## src/rtl/keypad_entry.sv

```systemverilog
// Microwave keypad receive path: debounces a one-hot keypad, encodes the digit to BCD
// and shifts accepted digits into a 3-digit M:SS entry register.
module keypad_entry #(
  parameter int DEBOUNCE_CYCLES = 4,
  parameter int CNT_W           = 16
) (
  input  logic       clock,
  input  logic       resetn,
  input  logic [9:0] keypad,
  input  logic       clearn,
  input  logic       load_en,
  output logic       key_valid,
  output logic [3:0] key_code,
  output logic [3:0] digit_mins,
  output logic [3:0] digit_tens,
  output logic [3:0] digit_ones,
  output logic       entry_nonzero
);

  typedef enum logic [1:0] {IDLE, DEBOUNCE, HELD, RELEASE} state_t;

  localparam logic [CNT_W-1:0] CNT_LAST = CNT_W'(DEBOUNCE_CYCLES - 1);

  state_t           state;
  logic [CNT_W-1:0] cnt;
  logic [9:0]       pattern;

  logic       is_onehot;
  logic [3:0] enc;
  logic       accept;
  logic [3:0] nxt_mins, nxt_tens, nxt_ones;

  always_comb begin
    is_onehot = (keypad != '0) && ((keypad & (keypad - 10'd1)) == '0);
    enc = '0;
    for (int i = 0; i < 10; i++)
      if (keypad[i]) enc = 4'(i);
  end

  assign accept = (state == DEBOUNCE) && (keypad == pattern) && (cnt == CNT_LAST);

  // Clear overrides a same-edge shift; the key is still reported as accepted.
  always_comb begin
    nxt_mins = digit_mins;
    nxt_tens = digit_tens;
    nxt_ones = digit_ones;
    if (accept && load_en) begin
      nxt_mins = digit_tens;
      nxt_tens = digit_ones;
      nxt_ones = enc;
    end
    if (!clearn) begin
      nxt_mins = '0;
      nxt_tens = '0;
      nxt_ones = '0;
    end
  end

  always_ff @(posedge clock or negedge resetn) begin
    if (!resetn) begin
      state         <= IDLE;
      cnt           <= '0;
      pattern       <= '0;
      key_valid     <= 1'b0;
      key_code      <= '0;
      digit_mins    <= '0;
      digit_tens    <= '0;
      digit_ones    <= '0;
      entry_nonzero <= 1'b0;
    end else begin
      key_valid     <= accept && load_en;
      if (accept) key_code <= enc;
      digit_mins    <= nxt_mins;
      digit_tens    <= nxt_tens;
      digit_ones    <= nxt_ones;
      entry_nonzero <= |{nxt_mins, nxt_tens, nxt_ones};
      case (state)
        IDLE:
          if (is_onehot) begin
            pattern <= keypad;
            cnt     <= CNT_W'(1);
            state   <= DEBOUNCE;
          end
        DEBOUNCE:
          if (keypad != pattern) begin
            cnt   <= '0;
            state <= IDLE;
          end else if (cnt == CNT_LAST) begin
            cnt   <= '0;
            state <= HELD;
          end else begin
            cnt <= cnt + CNT_W'(1);
          end
        HELD:
          // Extra or changed keys are ignored until the pad is fully released.
          if (keypad == '0) begin
            cnt   <= CNT_W'(1);
            state <= RELEASE;
          end
        RELEASE:
          if (keypad != '0) begin
            cnt   <= '0;
            state <= HELD;
          end else if (cnt == CNT_LAST) begin
            cnt   <= '0;
            state <= IDLE;
          end else begin
            cnt <= cnt + CNT_W'(1);
          end
        default: state <= IDLE;
      endcase
    end
  end

endmodule
```

## config.mk

```make
export PLATFORM = sky130hd
export DESIGN_NAME = keypad_entry
export DESIGN_NICKNAME = d
export VERILOG_FILES = /design/src/rtl/keypad_entry.sv
export SDC_FILE = /design/constraint.sdc
export NUM_CORES = 1
export LEC_CHECK = 0
export CAP_MARGIN = 20
export CORE_ASPECT_RATIO = 1.75
export CORE_MARGIN = 2
export CORE_UTILIZATION = 55
export DETAILED_ROUTE_END_ITERATION = 16
export PLACE_DENSITY = 0.8
export SYNTH_ARGS = -nofsm -noshare
export SYNTH_HDL_FRONTEND = slang
export SYNTH_SLANG_ARGS = --single-unit
```

## constraint.sdc

```tcl
create_clock -name clock -period 2.45 [get_ports clock]
set_clock_uncertainty 0.1 [all_clocks]
set_input_delay 0.6125 -clock clock [delete_from_list [all_inputs] [get_ports clock]]
set_output_delay 0.6125 -clock clock [all_outputs]
set_load 0.1 [all_outputs]
```

== After elaboration in Yosys (flattened, before gate mapping) ==
Index checks and enable logic that the tools add are counted.

* Add/subtract/negate cells: 2
* Equality and inequality tests: 10
* Muxes and demuxes: 28
* Bitwise logic cells: 1
* Reductions and logical operators: 12

{| class="wikitable"
|+ Operator list
! operator !! count
|-
| two-way mux 16 bit || 5
|-
| case mux 16 bit (4 select lines) || 1
|-
| two-way mux 4 bit || 13
|-
| logical NOT 10 bit || 2
|-
| adder 16 x 1 -> 16 bit (second input constant) || 1
|-
| equality test 16 x 2 -> 1 bit (second input constant) || 1
|-
| two-way mux 2 bit || 7
|-
| OR reduction 12 bit || 1
|-
| AND 10 bit || 1
|-
| equality test 10 bit || 1
|-
| inequality test 10 bit || 1
|-
| nonzero test 10 bit || 1
|-
| subtractor 10 x 1 -> 10 bit (second input constant) || 1
|-
| case mux 2 bit (4 select lines) || 1
|-
| equality test 2 bit (second input constant) || 2
|-
| logical AND 1 bit || 4
|-
| inequality test 2 bit (second input constant) || 2
|-
| AND reduction 2 bit || 2
|-
| AND reduction 4 bit || 1
|-
| inequality test 3 x 1 -> 1 bit (second input constant) || 1
|-
| inequality test 3 bit (second input constant) || 1
|-
| equality test 2 x 1 -> 1 bit (second input constant) || 1
|-
| logical NOT 2 bit || 1
|-
| two-way mux 1 bit || 1
|}

* Register bits: 46
* Input bits: 14
* Output and inout port bits: 18
* Logic and storage cells: 62

== Longest topological paths before layout ==
Gate-level depths: netlist of run 1.

* Depth after elaboration: 12
* Depth in mapped cells: 8
* Gate-level depth less buffers: 6

== Worst setup path before layout of run 1 ==
OpenSTA, ideal clock, no wires.

* Kind: input port to flip-flop
* From: input keypad[8]
* To: register digit_tens[2]
* Setup time: 0.136 ns
* Arrival time: 2.382 ns
* Data required time: 2.214 ns
* Setup slack: -0.168 ns
* Stages on the path: 8
* Buffers on the path: 3
* Path through: buf_6 -> xor2_1 -> or4_1 -> or4_1 -> buf_2 -> buf_6 -> o21ai_0 -> a21oi_1

* Cells in the longest elaborated chain, start to end: 6

{| class="wikitable"
|+ RTL lines
! element !! RTL line !! text
|-
| from (decl) || 9 || <nowiki>input logic [9:0] keypad,</nowiki>
|-
| equality test 10 bit || 40 || <nowiki>assign accept = (state == DEBOUNCE) && (keypad == pattern) && (cnt == CNT_LAST);</nowiki>
|-
| logical AND 1 bit (2 in series) || 40 ||
|-
| logical AND 1 bit || 47 || <nowiki>if (accept && load_en) begin</nowiki>
|-
| two-way mux 4 bit || 47 ||
|-
| two-way mux 4 bit || 52 || <nowiki>if (!clearn) begin</nowiki>
|-
| named net nxt_tens[2] || 31 || <nowiki>logic [3:0] nxt_mins, nxt_tens, nxt_ones;</nowiki>
|-
| to (signal assigned) || 74 || <nowiki>digit_tens <= nxt_tens;</nowiki>
|-
| to (decl) || 15 || <nowiki>output logic [3:0] digit_tens,</nowiki>
|}

The timed path passes the listed nets, and every way through them passes these cells.
A chain may end at the register's enable or synchronous reset.

== Final worst setup path of run 1 ==
Ends and elaborated chain as after synthesis.

==> results of run 1 <==
## power breakdown
group | leakage (nW) | internal, W | switching [W]
registers | 0.630 | 0.000817 | 0.0000465
logic | 0.880 | 0.000167 | 0.000182
clock network | 0.0447 | 0.000206 | 0.000293
total | 1.55 | 0.00119 | 0.000521
## worst min-delay path by stage
stage	start	end	depth (start not counted)	slack, ps
final	resetn	pattern[9]	2	160
after floorplan	resetn	cnt[0]	0	220
after CTS	resetn	pattern[5]	2	180
after detailed placement	key_code[0]	key_code[0]	2	360
after global routing	resetn	digit_ones[1]	2	200
after global placement	key_code[0]	key_code[0]	2	350
## through the flow
stage | utilization [%] | setup TNS [ps] | setup slack [ps] | hold WS [ps] | power [W]
after floorplan | - | -944 | -70.0 | 217 | 0.00103
after CTS | 74.4 | 0 | 3.02 | 183 | 0.00168
after global placement | 71.5 | -19200 | -523 | 350 | 0.00117
after detailed placement | 71.5 | -21020 | -636 | 356 | 0.00118
final | 75.5 | -0.610 | -0.610 | 161 | 0.00171
after global routing | 75.5 | -0.208 | -0.208 | 196 | 0.00178
## sequential cells by signal, summed over array words and instances (netlist names)
signal	count
cnt	16
digit_mins	4
digit_ones	4
digit_tens	4
entry_nonzero	1
key_code	4
key_valid	1
pattern	10
state	2
## layout by cell type, fill, tap and decap left out, types with 6 or more instances in the layout
cell and n:
a21o_1 9, a21oi_1 14, a22oi_1 10, buf_4 54
dfrtp_1 46, mux2_2 8, nand2_1 26, nand3_1 16
nor2_1 6, nor3_1 8, o21ai_0 6, o21ai_1 10
xor2_1 10
## final cells by class
class	instances	area share, %
Clock buffer	5	2.05
Inverter	4	0.447
Clock inverter	3	0.745
Sequential cell	46	34.3
Timing Repair Buffer	75	18.7
Tap cell	51	1.90
Multi-Input combinational cell	205	41.9
## metal layers
layer / wire [µm] / global-route usage, % / up-vias / part of all wire, %
li1: - / - / 1128 / -
met1: 2720 / 29.5 / 1169 / 39
met2: 3660 / 48.1 / 67 / 53
met3: 218 / 4.55 / 30 / 3.2
met4: 297 / 16.7 / 0 / 4.3
met5: 0 / 0 / - / 0
## kinds of logic after synthesis
| logic type | Yosys count | share of synthesized area [%] |
|---|---|---|
| AO/OA/AOI/OAI | 75 | 19.0 |
| XOR/XNOR | 16 | 5.48 |
| flip-flops | 46 | 45.0 |
| multiplexers | 10 | 4.40 |
| buffers and inverters | 18 | 3.37 |
| adder cells (fa/ha/maj) | 2 | 0.880 |
| AND/OR/NAND/NOR | 102 | 21.9 |
## what timing repair did
item / in CTS / in global routing
cloned: 2 / 0
resized for setup: 27 / 24
setup buffers: 0 / 1
setup endpoints to repair: 44 / 27
pin swaps: 7 / 7
==> results.yml, run 1 <==
run_status:
  status: "finished, violations left"
  violations: "negative setup slack"
yosys:
  synth.largest_area_cell: "dfrtp_1"
  synth.avg_cell_area_um2: 9.51
  synth.distinct_cells: 47
  synth.most_common_cell: "dfrtp_1"
  synth_ff_type: "dfrtp_1"
  synthArstFlopShare_pct: 100
  synthTopCellsByArea: "dfrtp_1 (45%), xor2_1 (4.1%), mux2_2 (4.0%), nand2_1 (3.8%), o21ai_0 (3.7%)"
  syn_area_um2: 2560
  yosysTopAreaCellShare_pct: 45.0
  yosysSeqAreaShare_pct: 45.0
  synth_edf_count: 0
  synth_cells: 269
  ys_ff_latch: 46
  synth_commonest_cells: "dfrtp_1 (46), nand2_1 (26), o21ai_0 (19), nand3_1 (16), a21oi_1 (15)"
  synthesis.nets: 284
  yosysWarnings: 0
setup_path:
  r2r-start: "pattern[3]"
  rrSetupSlack_ps: 130
  start_kind: "primary input"
  crit_top_cell: "or4_4"
  worstSetupPathDepth: 7
  cp_top_family: "simple AND/OR/NAND/NOR gates"
  cp_max_fo: 6
  cp_data_arrival_time_ps: 2530
  startpoint: "keypad[8]"
  slowest_delay_ps: 550
  path_buf_inv: 2
  slowest_stage: "or4_4"
  reg2reg_to: "digit_tens[2]"
  end_kind: "flip-flop"
  endpoint: "digit_tens[2]"
  worstRegToRegCells: 6
  worst_ep_required_time_ps: 2530
  critical_path_class: "in2reg"
  path_cells: "dlygate4sd2_1, xor2_1, or4_4, or4_4, buf_2, o21ai_1, a21oi_1"
worst_hold_path:
  hold_class: "in2async"
cts:
  holdBufCountCts: 0
  cts_max_path_buffers: 2
  cts_buffers: 5
  root_buffer: "clkbuf_8"
  cts_tree: "done"
  insertion_delay_ps: 310
  htreeDepth: 2
  cts_sinks: 46
  path_clk_slew_ps: 90
timing:
  period_share_pct: 100
  fmax_ghz: 0.408
  setup_violations: 1
  hold_viol: 0
  finalWorstSetupSlack_ps: -0.610
  tightest_slew_ps: 565
  relSlewSlack_pct: 62.0
  fin_crit_ps: 2450
  slew_viol_final: 0
run:
  cap_violations: 0
floorplan:
  initial_utilization_pct: 57.6
  core-area_um2: 4440
  rows: 32
  die_w_um: 55.6
  fp.dieH_um: 94.2
  io_pins: 32
  die_area_um2: 5240
routing:
  drt-total-wl_um: 6890
  routedWlPerCell_um: 17.7
  post-route-drc-count: 0
  dr.first_iter.drc_count: 80
  num_vias: 2394
  via_per_inst: 6.15
  ant_nets: 0
  dr.pass1.iters: 5
layout:
  layoutNonFillerInstCount: 389
  final_nets: 352
  fillers: 318
  multiInputGateArea_um2: 1410
  n_antenna_cell: 0
  final-seq-area_um2: 1150
  final_area_um2: 3360
  final_layout_size_suffix_gt1_share_pct: 32.0
  area_growth_pct: 31.2
power:
  pwr_density_cell_nw_per_um2: 510
  vdd_drop_max_mv: 0.503
  cellLeakagePower_nw: 1.55
global_route:
  grt_max_degree: 47
  antenna_found_initial: 0
  track_usage_pct: 27.1
  grt_pass1_wl_um: 11100
  grt_pass1_vias: 2407
  gr-total-overflow: 0
placement:
  placed_cell_area_um2: 3180
  hpwl_um: 4660
  numPortBuffers: 31
  placedCellCount: 378
  gp_congestion: 0.843
No activity file was read; power rests on OpenSTA's default activity.
==> run 2: changes to the inputs <==
CORE_UTILIZATION = 60   (was 55)
CTS_CLUSTER_SIZE = 14   (was unset)
PLACE_DENSITY = 0.86   (was 0.8)
clock period = 3.17 ns   (was 2.45 ns; I/O delays follow)
==> run 2 against run 1 <==
The run now ends clean. Non-clock buffer count shrank 23. First-iteration DRC count grew 10%. Clock power shrank 12%. Combinational power shrank 40%. Flip-flop and latch count is the same. Setup slack gained 310 ps. Routed wire length shrank 6.7%. Critical endpoint is now pattern[8]. Critical path depth is the same. Hold slack gained 190 ps. Sequential power shrank 22%. Total power shrank 23%.
==> results.yml, run 2 (synthesis gave the netlist of run 1 again) <==
timing:
  hold_ws_ps: 351
  tightest_slew_ps: 611
  rsz0062_at_grt: "false"
  relSlewSlack_pct: 58.9
  fin_crit_ps: 2860
  hold_viol: 0
  setup_violations: 0
  fmax_ghz: 0.349
  period_share_pct: 90.3
  slew_viol_final: 0
global_route:
  grt_max_degree: 25
  antenna_found_initial: 0
  grt_pass1_wl_um: 10500
  track_usage_pct: 28.9
  gr-total-overflow: 0
  grt_pass1_vias: 2279
layout:
  layoutNonFillerInstCount: 364
  largestRegisters: "cnt x16, pattern x10"
  top_register: "cnt"
  area_growth_pct: 21.2
  largest_reg_flops: 16
  n_antenna_cell: 0
  final_layout_size_suffix_gt1_share_pct: 20.3
  fillers: 302
  layout_commonest_cell: "dfrtp_1"
  layout_common_cells: "dfrtp_1 (46), buf_4 (37), nand2_1 (26), o21ai_0 (19), nand3_1 (16)"
  final_nets: 329
  final_util_pct: 75.4
setup_path:
  cp_max_fo: 10
  path_buf_inv: 2
  cp_data_arrival_time_ps: 2950
  worst_ep_required_time_ps: 3260
  path_cells: "clkdlybuf4s50_1, or4_1, o21ai_0, a21oi_1, nor4_4, buf_12, mux2_2"
  slowest_delay_ps: 630
  start_kind: "primary input"
  worstRegToRegCells: 7
  critical_path_class: "in2reg"
  worstSetupPathDepth: 7
  cp_top_family: "simple AND/OR/NAND/NOR gates"
  slowest_stage: "or4_1"
  end_kind: "flip-flop"
floorplan:
  fp.dieH_um: 90.4
  core-area_um2: 4110
  rows: 31
  die_w_um: 53.4
  die_area_um2: 4820
  io_pins: 32
  initial_utilization_pct: 62.2
routing:
  dr.first_iter.drc_count: 88
  ant_nets: 0
  routedWlPerCell_um: 17.7
  dr.pass1.iters: 4
  num_vias: 2302
  via_per_inst: 6.32
  post-route-drc-count: 0
  drt-total-wl_um: 6430
cts:
  cts_resized: 0
  htreeDepth: 2
  cts_sinks: 46
  root_buffer: "clkbuf_8"
  insertion_delay_ps: 300
  holdBufCountCts: 0
  path_clk_slew_ps: 90
  cts_buffers: 5
  post_cts_buffers: 0
  cts_tree: "done"
  cts_max_path_buffers: 2
placement:
  numPortBuffers: 31
  placedCellCount: 356
  gp_congestion: 0.906
  hpwl_um: 4820
run_status:
  status: "completed"
power:
  vdd_drop_max_mv: 0.387
  pwr_density_cell_nw_per_um2: 427
  cellLeakagePower_nw: 1.41
run:
  cap_violations: 0
worst_hold_path:
  hold_class: "in2async"
run 2: cell count changes in the layout (fill, tap and decap cells not counted), moves of 9 or more:
cell             delta
buf_4              -17
clkdlybuf4s50_1    +10
o21ai_1             -9
o21ai_0            +13
run 2: worst register-to-register path, cell delays in order (launching register included):
cell	delay (ps)
dfrtp_1	420
ha_1	260
nor4b_1	360
nand4_1	370
or4_1	500
buf_4	200
o21ai_0	180
a21oi_1	90
run 2: through the flow:
| stage | total power, W | setup WS (ps) | area, µm² | setup TNS [ps] |
|---|---|---|---|---|
| after global routing | 0.00138 | 216 | 3100 | 0 |
| after floorplan | 0.000795 | 372 | 2560 | 0 |
| after detailed placement | 0.000892 | -3.90 | 2990 | -3.90 |
| after CTS | 0.00133 | 318 | 3100 | 0 |
| after global placement | 0.000877 | 37.5 | 2990 | 0 |
| final | 0.00132 | 308 | 3100 | 0 |
run 2: path summary, 6_finish.rpt:
kind	startpoint	slack, ps	endpoint
min in group clock	key_code[0]	380	key_code[0]
worst min register to register	key_code[0]	380	key_code[0]
max in group asynchronous	resetn	1920	cnt[4]
worst max register to register	cnt[0]	570	digit_mins[0]
worst min-delay path	resetn	350	digit_mins[1]
worst max-delay path	keypad[4]	310	pattern[8]
run 2: area by class of cell:
cell class,count,area (µm²),area share (%)
repair buffers,52,443,14.3
inverters,4,15.0,0.484
flip-flops and latches,46,1150,37.1
clock inverters,3,40.0,1.29
clock buffers,5,68.8,2.22
well taps,49,61.3,1.98
multi-input cells,205,1320,42.6
run 2: report_power, final:
| part | internal (W) | switching, W |
|---|---|---|
| combinational | 0.000101 | 0.000111 |
| sequential | 0.000631 | 0.0000398 |
| clock | 0.000232 | 0.000209 |
run 2: per-layer routing:
layer | global-route usage [%] | wire [µm] | vias to the layer above
met5 | 0 | 0 | -
met4 | 13.9 | 176 | 0
met3 | 5.46 | 247 | 18
met2 | 50.1 | 3560 | 73
met1 | 32.1 | 2440 | 1125
li1 | - | - | 1086
